<file path="config.mk">
export PLATFORM = sky130hd
export DESIGN_NAME = fht_twiddle_gen_flat
export DESIGN_NICKNAME = d
export VERILOG_FILES = /design/src/rtl/fht_twiddle_gen_if.sv /design/src/rtl/fht_twiddle_gen.sv /design/src/flat_wrapper.sv
export SDC_FILE = /design/constraint.sdc
export NUM_CORES = 1
export LEC_CHECK = 0
export CORE_ASPECT_RATIO = 0.75
export CORE_MARGIN = 4
export CORE_UTILIZATION = 55
export CTS_CLUSTER_SIZE = 40
export DETAILED_ROUTE_END_ITERATION = 10
export PLACE_DENSITY = 0.74
export RECOVER_POWER = 100
export SLEW_MARGIN = 15
export SYNTH_ARGS = -nofsm -noshare
export SYNTH_HDL_FRONTEND = slang
export SYNTH_SLANG_ARGS = --single-unit
</file>
<file path="constraint.sdc">
create_clock -name iCLK -period 6.8 [get_ports iCLK]
set_input_delay 1.7 -clock iCLK [delete_from_list [all_inputs] [get_ports iCLK]]
set_output_delay 1.7 -clock iCLK [all_outputs]
set_load 0.05 [all_outputs]
</file>
<file path="src/rtl/fht_twiddle_gen_if.sv">
// Sweep request / twiddle-pair bus between stage controller and twiddle generator.
// Latency: none (wires only).
// Backpressure: iHOLD from the consumer freezes the generator; no ready/credit path.
interface fht_twiddle_gen_if #(
   parameter int W_BIT = 12,
   parameter int N_BIT = 8
);
   logic                    iSTART;
   logic [N_BIT-1:0]        iBASE;
   logic [N_BIT-1:0]        iSTEP;
   logic [N_BIT:0]          iCOUNT;
   logic                    iHOLD;
   logic                    oBUSY;
   logic                    oVALID;
   logic signed [W_BIT-1:0] oSIN;
   logic signed [W_BIT-1:0] oCOS;
   logic [N_BIT-1:0]        oINDEX;
   logic                    oLAST;

   // stage controller / butterfly side
   modport master (
      output iSTART, iBASE, iSTEP, iCOUNT, iHOLD,
      input  oBUSY, oVALID, oSIN, oCOS, oINDEX, oLAST
   );

   // twiddle generator side
   modport slave (
      input  iSTART, iBASE, iSTEP, iCOUNT, iHOLD,
      output oBUSY, oVALID, oSIN, oCOS, oINDEX, oLAST
   );
endinterface

</file>
<file path="src/rtl/fht_twiddle_gen.sv">
// Twiddle generator: quarter-wave sine table + quadrant fold, driven by a base/step/count sweep.
// Latency: first pair visible 2 edges after the start edge, then one pair per non-held clock.
// Backpressure: iHOLD=1 freezes sequencer, ROM registers and outputs; nothing is skipped or repeated.
module fht_twiddle_gen #(
   parameter int W_BIT = 12,
   parameter int N_BIT = 8,
   parameter     MIF   = "./matlab/sin_q.mif"
) (
   input logic          iCLK,
   input logic          iRESET,
   fht_twiddle_gen_if.slave bus
);

   localparam int               Q      = 1 << (N_BIT-2);
   localparam logic [N_BIT-2:0] Q_ADR  = Q[N_BIT-2:0];
   localparam logic [N_BIT:0]   REM_ONE = 1;

   // fixed-point constants used to build the table at elaboration (scale 2^30)
   localparam longint FS   = (64'sd1 <<< (W_BIT-1)) - 64'sd1;
   localparam longint ONE  = 64'sd1 <<< 30;
   localparam longint PI_S = 64'sd3373259426;

   localparam logic [1:0] ST_IDLE  = 2'd0;
   localparam logic [1:0] ST_RUN   = 2'd1;
   localparam logic [1:0] ST_DRAIN = 2'd2;

   // T[j] = round(FS * sin(2*pi*j/N)), the same contents the MIF file carries; the
   // table is evaluated here with a Taylor series so no file is needed at build time.
   function automatic longint quarter_sin(input int j);
      longint x, term, acc;
      x    = (PI_S * longint'(j)) / longint'(2*Q);
      term = x;
      acc  = x;
      for (int n = 1; n < 10; n++) begin
         term = -((((term * x) / ONE) * x) / ONE) / longint'((2*n) * (2*n+1));
         acc  = acc + term;
      end
      return (acc * FS + ONE/2) / ONE;
   endfunction

   logic [W_BIT-1:0] tbl [0:Q];

   for (genvar j = 0; j <= Q; j++) begin : g_tbl
      localparam longint TV = quarter_sin(j);
      assign tbl[j] = TV[W_BIT-1:0];
   end

   // sequencer state; k is pipeline stage S0
   logic [1:0]       state;
   logic [N_BIT-1:0] k;
   logic [N_BIT-1:0] step;
   logic [N_BIT:0]   rem;

   // stage S1: ROM outputs with quadrant, index and tags
   logic             s1_vld;
   logic             s1_last;
   logic [1:0]       s1_q;
   logic [N_BIT-1:0] s1_k;
   logic [W_BIT-1:0] s1_a;
   logic [W_BIT-1:0] s1_b;

   // stage S2: output registers
   logic             o_vld;
   logic             o_last;
   logic [N_BIT-1:0] o_idx;
   logic [W_BIT-1:0] o_sin;
   logic [W_BIT-1:0] o_cos;

   logic             run;
   logic             issue_last;
   logic [N_BIT-2:0] adr_a;
   logic [N_BIT-2:0] adr_b;
   logic [W_BIT-1:0] sin_n;
   logic [W_BIT-1:0] cos_n;

   assign run        = (state == ST_RUN);
   assign issue_last = run && (rem == REM_ONE);
   assign adr_a      = {1'b0, k[N_BIT-3:0]};
   assign adr_b      = Q_ADR - adr_a;

   // sweep sequencer: accept a start in IDLE, step k each RUN edge, wait for last transfer in DRAIN
   always_ff @(posedge iCLK or posedge iRESET) begin
      if (iRESET) begin
         state <= ST_IDLE;
         k     <= '0;
         step  <= '0;
         rem   <= '0;
      end else if (!bus.iHOLD) begin
         case (state)
            ST_IDLE: begin
               if (bus.iSTART && (bus.iCOUNT != '0)) begin
                  k     <= bus.iBASE;
                  step  <= bus.iSTEP;
                  rem   <= bus.iCOUNT;
                  state <= ST_RUN;
               end
            end
            ST_RUN: begin
               k   <= k + step;
               rem <= rem - REM_ONE;
               if (rem == REM_ONE) state <= ST_DRAIN;
            end
            ST_DRAIN: begin
               if (o_vld && o_last) state <= ST_IDLE;
            end
            default: state <= ST_IDLE;
         endcase
      end
   end

   // S1: synchronous reads of T[r] and T[Q-r] alongside the issued index
   always_ff @(posedge iCLK or posedge iRESET) begin
      if (iRESET) begin
         s1_vld  <= 1'b0;
         s1_last <= 1'b0;
         s1_q    <= '0;
         s1_k    <= '0;
         s1_a    <= '0;
         s1_b    <= '0;
      end else if (!bus.iHOLD) begin
         s1_vld  <= run;
         s1_last <= issue_last;
         s1_q    <= k[N_BIT-1:N_BIT-2];
         s1_k    <= k;
         s1_a    <= tbl[adr_a];
         s1_b    <= tbl[adr_b];
      end
   end

   // quadrant fold: swap T[r]/T[Q-r] and negate per quadrant (table max keeps -x in range)
   always_comb begin
      sin_n = s1_a;
      cos_n = s1_b;
      case (s1_q)
         2'd0: begin sin_n =  s1_a; cos_n =  s1_b; end
         2'd1: begin sin_n =  s1_b; cos_n = -s1_a; end
         2'd2: begin sin_n = -s1_a; cos_n = -s1_b; end
         2'd3: begin sin_n = -s1_b; cos_n =  s1_a; end
         default: ;
      endcase
   end

   // S2: output registers
   always_ff @(posedge iCLK or posedge iRESET) begin
      if (iRESET) begin
         o_vld  <= 1'b0;
         o_last <= 1'b0;
         o_idx  <= '0;
         o_sin  <= '0;
         o_cos  <= '0;
      end else if (!bus.iHOLD) begin
         o_vld  <= s1_vld;
         o_last <= s1_vld && s1_last;
         o_idx  <= s1_k;
         o_sin  <= sin_n;
         o_cos  <= cos_n;
      end
   end

   assign bus.oBUSY  = (state != ST_IDLE);
   assign bus.oVALID = o_vld;
   assign bus.oLAST  = o_last;
   assign bus.oINDEX = o_idx;
   assign bus.oSIN   = o_sin;
   assign bus.oCOS   = o_cos;

endmodule

</file>
<file path="src/flat_wrapper.sv">
// flat-port wrapper written by rule: the top's interface ports become plain ports
module fht_twiddle_gen_flat 
#(
   parameter int W_BIT = 12,
   parameter int N_BIT = 8,
   parameter     MIF   = "                  "
)
  (iCLK, iRESET, bus_iSTART, bus_iBASE, bus_iSTEP, bus_iCOUNT, bus_iHOLD, bus_oBUSY, bus_oVALID, bus_oSIN, bus_oCOS, bus_oINDEX, bus_oLAST);
  fht_twiddle_gen_if #(.W_BIT(W_BIT), .N_BIT(N_BIT)) bus_i ();
  input logic iCLK;
  input logic iRESET;
  input wire logic [$bits(bus_i.iSTART)-1:0] bus_iSTART;
  input wire logic [$bits(bus_i.iBASE)-1:0] bus_iBASE;
  input wire logic [$bits(bus_i.iSTEP)-1:0] bus_iSTEP;
  input wire logic [$bits(bus_i.iCOUNT)-1:0] bus_iCOUNT;
  input wire logic [$bits(bus_i.iHOLD)-1:0] bus_iHOLD;
  output wire logic [$bits(bus_i.oBUSY)-1:0] bus_oBUSY;
  output wire logic [$bits(bus_i.oVALID)-1:0] bus_oVALID;
  output wire logic [$bits(bus_i.oSIN)-1:0] bus_oSIN;
  output wire logic [$bits(bus_i.oCOS)-1:0] bus_oCOS;
  output wire logic [$bits(bus_i.oINDEX)-1:0] bus_oINDEX;
  output wire logic [$bits(bus_i.oLAST)-1:0] bus_oLAST;
  assign bus_i.iSTART = bus_iSTART;
  assign bus_i.iBASE = bus_iBASE;
  assign bus_i.iSTEP = bus_iSTEP;
  assign bus_i.iCOUNT = bus_iCOUNT;
  assign bus_i.iHOLD = bus_iHOLD;
  assign bus_oBUSY = bus_i.oBUSY;
  assign bus_oVALID = bus_i.oVALID;
  assign bus_oSIN = bus_i.oSIN;
  assign bus_oCOS = bus_i.oCOS;
  assign bus_oINDEX = bus_i.oINDEX;
  assign bus_oLAST = bus_i.oLAST;
  fht_twiddle_gen #(.W_BIT(W_BIT), .N_BIT(N_BIT), .MIF(MIF)) u_core (.iCLK(iCLK), .iRESET(iRESET), .bus(bus_i));
endmodule
</file>
Word-level counts from Yosys, hierarchy flattened
Memory sizes are Yosys's and may differ from the RTL's. A register that Yosys moved wholly into a read port is not among the register bits.
Cells that the tools add are included.
{"block": "totals", "ff_bits": 73, "rom_bits": 3072, "in_bits": 29, "output_inout_bits": 35, "wordCells": 56, "n_memories": 2}
{"block": "op_classes", "addsub": 5, "eq_ne": 9, "mux": 10, "bitwise_logic": 3, "n_reduce_logical": 14}
{"memory": "(name not given)", "words": 128, "word_bits": 12, "rd": 1, "rd_ports_with_merged_regs": 1, "wr": 0, "line": "fht_twiddle_gen.sv:126", "rtl": "s1_b <= tbl[adr_b];"}
{"memory": "(name not given)", "words": 128, "word_bits": 12, "rd": 1, "rd_ports_with_merged_regs": 1, "wr": 0, "line": "fht_twiddle_gen.sv:125", "rtl": "s1_a <= tbl[adr_a];"}
{"cell": "$pmux W12 S4", "n": 2}
{"cell": "$neg A12 Y12", "n": 2}
{"cell": "$pmux W9 S2", "n": 1}
{"cell": "$pmux W8 S2", "n": 1}
{"cell": "$eq A9 B1 Y1 const B", "n": 1}
{"cell": "$mux W9", "n": 1}
{"cell": "$reduce_bool A9 Y1", "n": 1}
{"cell": "$sub A9 B1 Y9 const B", "n": 1}
{"cell": "$add A8 B8 Y8", "n": 1}
{"cell": "$mux W8", "n": 1}
{"cell": "$not A6 Y8", "n": 1}
{"cell": "$not A7 Y8", "n": 1}
{"cell": "$sub A7 B6 Y7 const A", "n": 1}
{"cell": "$eq A2 B2 Y1 const B", "n": 3}
{"cell": "$mux W2", "n": 3}
{"cell": "$pmux W2 S3", "n": 1}
{"cell": "$reduce_and A3 Y1", "n": 2}
{"cell": "$eq A2 B1 Y1 const B", "n": 2}
{"cell": "$logic_and A1 B1 Y1", "n": 4}
{"cell": "$logic_not A2 Y1", "n": 2}
{"cell": "$ne A2 B1 Y1 const B", "n": 2}
{"cell": "$reduce_and A4 Y1", "n": 1}
{"cell": "$reduce_bool A2 Y1", "n": 2}
{"cell": "$logic_not A1 Y1", "n": 2}
{"cell": "2 further kinds", "n": 2}

Depth between registers and ports, before layout
{"block": "logic_depth", "word_depth": 4, "mapped_depth": 13, "depth_no_buf": 9}

Worst setup path before layout
Ideal clock, no wire load.
{"block": "synth_timing", "path_kind": "register -> register", "start": "register u_core.k[1]", "end": "register u_core.s1_b[2]", "setup_ps": 137, "arrival_time_ps": 3000, "required_ps": 6663, "path_slack_ps": 3663, "path_stages_with_launch": 11, "n_path_buf": 4, "synth_period_minus_slack_ps": 3137, "path_cell_list": "dfrtp_1 -> clkbuf_1 -> clkinv_1 -> ha_1 -> ha_1 -> clkbuf_1 -> clkbuf_1 -> clkbuf_1 -> nor2_1 -> a2111oi_0 -> nor3_1"}
{"block": "synth_between", "elab_chain_len": 2}
{"item": "start: declaration", "line": "fht_twiddle_gen.sv:50", "rtl": "logic [N_BIT-1:0] k;"}
{"item": "start signal: assignment", "line": "fht_twiddle_gen.sv:92", "rtl": "k <= bus.iBASE;"}
{"item": "start signal: assignment", "line": "fht_twiddle_gen.sv:99", "rtl": "k <= k + step;"}
{"item": "$sub A7 B6 Y7", "line": "fht_twiddle_gen.sv:79", "rtl": "assign adr_b = Q_ADR - adr_a;"}
{"item": "$not A7 Y8 (implied by the code)", "line": "fht_twiddle_gen.sv:126"}
{"item": "end: declaration", "line": "fht_twiddle_gen.sv:60", "rtl": "logic [W_BIT-1:0] s1_b;"}
No other way between the ends.
A chain may end at the register's enable or synchronous reset.

Worst setup path after layout
{"block": "layout_timing", "start": "register u_core.k[0]", "end": "register u_core.s1_b[0]"}
The elaborated chain is that of the path after synthesis.

==> metrics.md <==
| Metric | Value |
|---|---|
| First-pass GRT wire length | `34,310 um` |
| Simple-gate share of the synthesized area | `18.84%` |
| Post-CTS Setup Repair Bufs | `0` |
| Routed WL | `21,210 um` |
| CP Max Fanout | `36` |
| Tcrit/Tclk final | `73.97%` |
| Most used DFF post-synth | `dfrtp_1` |
| Vias | `6,889` |
| Mux cell area share after synthesis | `9.632%` |
| Fin crit period | `5.030 ns` |
| WL per Instance | `19.83 um` |
| Failing checks | `capacitance limit, slew limit` |
| Clock slew at reported path FFs | `0.08 ns` |
| # fillers | `1,128` |
| Worst Skew | `0.008195 ns` |
| I/O pin count | `64` |
| CP peak stage delay | `1.09 ns` |
| Syn Area/Cell | `8.236 um^2` |
| Max Cap Viol | `4` |
| Worst reg2reg startpoint | `u_core.k[0]$_DFFE_PP0P_` |
| Critical path type | `reg -> reg` |
| Initial antenna violation count | `1` |
| Std cell rows | `36` |
| DR pass1 iterations | `5` |
| Max Transition Viols Final | `149` |
| Drt drc | `0` |
| Post-synthesis xor/xnor area fraction | `1.882%` |
| Post-synthesis compound-gate area fraction | `26.30%` |
| Slowest library cell on the worst path | `clkbuf_1` |
| CP endpoint | `u_core.s1_b[0]$_DFFE_PP0N_` |
| Setup crit end kind | `flop` |
| FMAX | `0.1988 GHz` |
| Setup crit start kind | `flop` |
| Critical Path Start | `u_core.k[0]$_DFFE_PP0P_` |
| DPL Wire Length | `14,630 um` |
| Worst R2R Setup Slack | `1.77 ns` |
| Cell count after synthesis | `888` |
| Final nets | `952` |
| Stages on the worst setup path | `10` |
| Synth unique cells | `79` |
| Die height | `107.9 um` |
| Post-CTS resize count | `0` |
| CP required | `7.08 ns` |
| Status | `complete, but fails checks` |
| Hold Crit Class | `reg -> reg` |
| Reg2reg path depth | `10` |
| RD Place Congestion | `0.9452` |
| Clock sinks | `93` |
| EDFF count, synth | `0` |
| Worst path most repeated cell | `ha_1` |
| Initial core utilization | `56.18%` |
| Worst-Skew Late Latency | `0.36 ns` |
| Gr ovfl total | `0` |
| Share of cells above drive strength 1 | `8.676%` |
| Yosys reg bits | `93` |
| Area post-placement | `7911 um^2` |
| Largest net degree at the start of global routing | `80` |
| Vias in the first global route | `6,457` |
| Avg Vias per Cell | `6.438` |
| Post-synthesis sequential area ratio | `31.82%` |
| Die ar. | `15,230 um^2` |
| Final Cell Area | `8210 um^2` |
| Top delay family on crit path | `buffers and inverters` |
| TritonCTS Buffers | `9` |
| CTS H-tree depth | `3` |
| Post-Synth Adder-Cell Area | `5.167%` |
| # diodes | `0` |
| Final count of hold timing violations | `0` |
| Worst path bufs/invs | `3` |
| Largest family of logic cells by synthesized area | `compound AO/OA/AOI/OAI gates` |
| Routed Antenna Nets | `0` |
| Maximum buffer depth of the clock tree | `2` |
| Final setup viols | `0` |
| Fraction of registers with async set/reset | `100.0%` |
| Die X-Extent | `141.2 um` |
| Core footprint | `13,020 um^2` |
| Port buffer count | `63` |
| Mapped cell area | `7313 um^2` |
| DRT iter0 DRCs | `886` |
| Area grow syn2layout | `12.27%` |
| Tot GR Track Use | `28.35%` |
| Worst r2r dst | `u_core.s1_b[0]$_DFFE_PP0N_` |
| Min Hold Slack | `0.4668 ns` |
| Net Count, Synth | `946` |
| RSZ-0062 raised after global routing | `no` |
| Hold Buf Count CTS | `0` |
| TNS Setup | `0 ns` |
| Worst slew pin tran | `1.900 ns` |
| Worst rel slew slack | `-26.68%` |
| Yosys warns | `0` |
| CTS root buf | `clkbuf_16` |
| Crit-path cells | `inv_1 > ha_1 > ha_1 > clkbuf_1 > clkinv_1 > nor2_1 > o22ai_1 > a21oi_1 > o31ai_1 > a32oi_1` |
| CTS tree | `built` |
| Crit path arrival time | `5.31 ns` |
## cell families (layout without fill, tap and decap cells)
kind of cell               count (synthesis)  count (layout)
AOI/OAI and AO/OA                        296             296
muxes                                     55              55
and+or+nand+nor                          289             289
buffers and inverters                    112             123
DFF                                       93              93
adders and majority gates                 29              29
xor gates and xnor gates                  14              14
## layout by cell type (no fill, tap or decap), types with 6 or more instances in the layout
master / count
a211oi_1: 27
a21o_1: 7
a21oi_1: 57
a221oi_1: 6
a22o_1: 6
a22oi_1: 6
a31oi_1: 15
buf_4: 10
clkbuf_16: 9
clkdlybuf4s50_1: 26
dfrtp_1: 92
dlygate4sd3_1: 36
ha_1: 27
inv_1: 27
mux2_2: 24
mux2i_1: 19
mux4_2: 8
nand2_1: 99
nand2b_1: 9
nand3_1: 24
nor2_1: 78
nor2b_1: 15
nor3_1: 28
nor4_1: 6
o211ai_1: 13
o21ai_0: 87
o22ai_1: 7
o31ai_1: 7
xnor2_1: 9
## worst reg2reg max path: cells and delay by family (launching register included)
| kind | cells | cell delay (ns) |
|---|---|---|
| and+or+nand+nor | 1 | 0.31 |
| AOI/OAI and AO/OA | 4 | 0.59 |
| adders and majority gates | 2 | 0.87 |
| DFF | 1 | 0.92 |
| buffers and inverters | 3 | 2.27 |
## worst min-delay path by stage
stage	from	endpoint	slack (ns)	depth (start not counted)
5_1_grt	u_core.bus.oCOS[1]$_DFFE_PP0N_	u_core.bus.oCOS[1]$_DFFE_PP0N_	0.49	2
6_report	u_core.bus.oSIN[1]$_DFFE_PP0N_	u_core.bus.oSIN[1]$_DFFE_PP0N_	0.47	2
3_3_place_gp	u_core.bus.oSIN[1]$_DFFE_PP0N_	u_core.bus.oSIN[1]$_DFFE_PP0N_	0.46	2
4_1_cts	u_core.bus.oSIN[1]$_DFFE_PP0N_	u_core.bus.oSIN[1]$_DFFE_PP0N_	0.48	2
3_5_place_dp	u_core.bus.oSIN[1]$_DFFE_PP0N_	u_core.bus.oSIN[1]$_DFFE_PP0N_	0.46	2
2_1_floorplan	u_core.s1_k[0]$_DFFE_PP0N_	u_core.s1_k[0]$_DFFE_PP0N_	0.45	2
## metal layers
| metal | GRT usage (%) | vias to the layer above | wire length (um) |
|---|---|---|---|
| met5 | 0 | - | 13 |
| met4 | 7.953 | 2 | 298 |
| met3 | 6.261 | 29 | 1798 |
| met2 | 42.76 | 312 | 9317 |
| met1 | 41.05 | 3290 | 9785 |
| li1 | - | 3256 | - |
## flip-flops by register name (all words and copies together) (netlist names)
signal	cells
u_core.s1_last	1
u_core.state	2
u_core.bus.oLAST	1
u_core.s1_vld	1
u_core.bus.oINDEX	8
u_core.s1_k	8
u_core.bus.oCOS	12
u_core.rem	9
u_core.s1_b	11
u_core.step	8
u_core.k	8
u_core.s1_a	11
u_core.bus.oSIN	12
u_core.bus.oVALID	1
## synth_stat cells (all sizes together) (8+ instances only)
cell type / instances / area, um^2
o31ai: 8 / 73.82
mux2i: 19 / 190.2
clkbuf: 47 / 176.4
nor2b: 15 / 93.84
o211ai: 13 / 97.59
a21oi: 57 / 285.3
xnor2: 11 / 103.9
a31oi: 15 / 93.84
nand3: 24 / 120.1
dfrtp: 93 / 2327
nor3: 29 / 156.4
mux2: 27 / 307.8
nor2: 78 / 292.8
ha: 27 / 337.8
nand2: 99 / 371.6
nand2b: 9 / 56.30
mux4: 9 / 206.5
a211oi: 27 / 202.7
inv: 29 / 108.9
buf: 33 / 168.9
o21ai: 91 / 455.4
## final cells by class
cell class	count	area [um^2]	share of cell area, %
multi-input combinational	683	4527	55.14
tap	171	214.0	2.606
sequential	93	2328	28.36
timing repair buffer	75	708.2	8.625
inverter	32	121.4	1.478
clock inverter	7	86.33	1.052
clock buffer	9	225.2	2.743
## per-stage QoR
stage,instances,setup WS (ns),util (%)
2_1_floorplan,888,2.680,-
3_3_place_gp,1054,2.748,60.77
3_5_place_dp,1054,2.728,60.77
4_1_cts,1070,3.064,63.17
5_1_grt,1070,1.482,63.07
6_report,1070,1.770,63.07
Power is left out: the tool's default activity adds up to more than one toggle a clock period on the data nets, which glitch-free logic cannot reach.
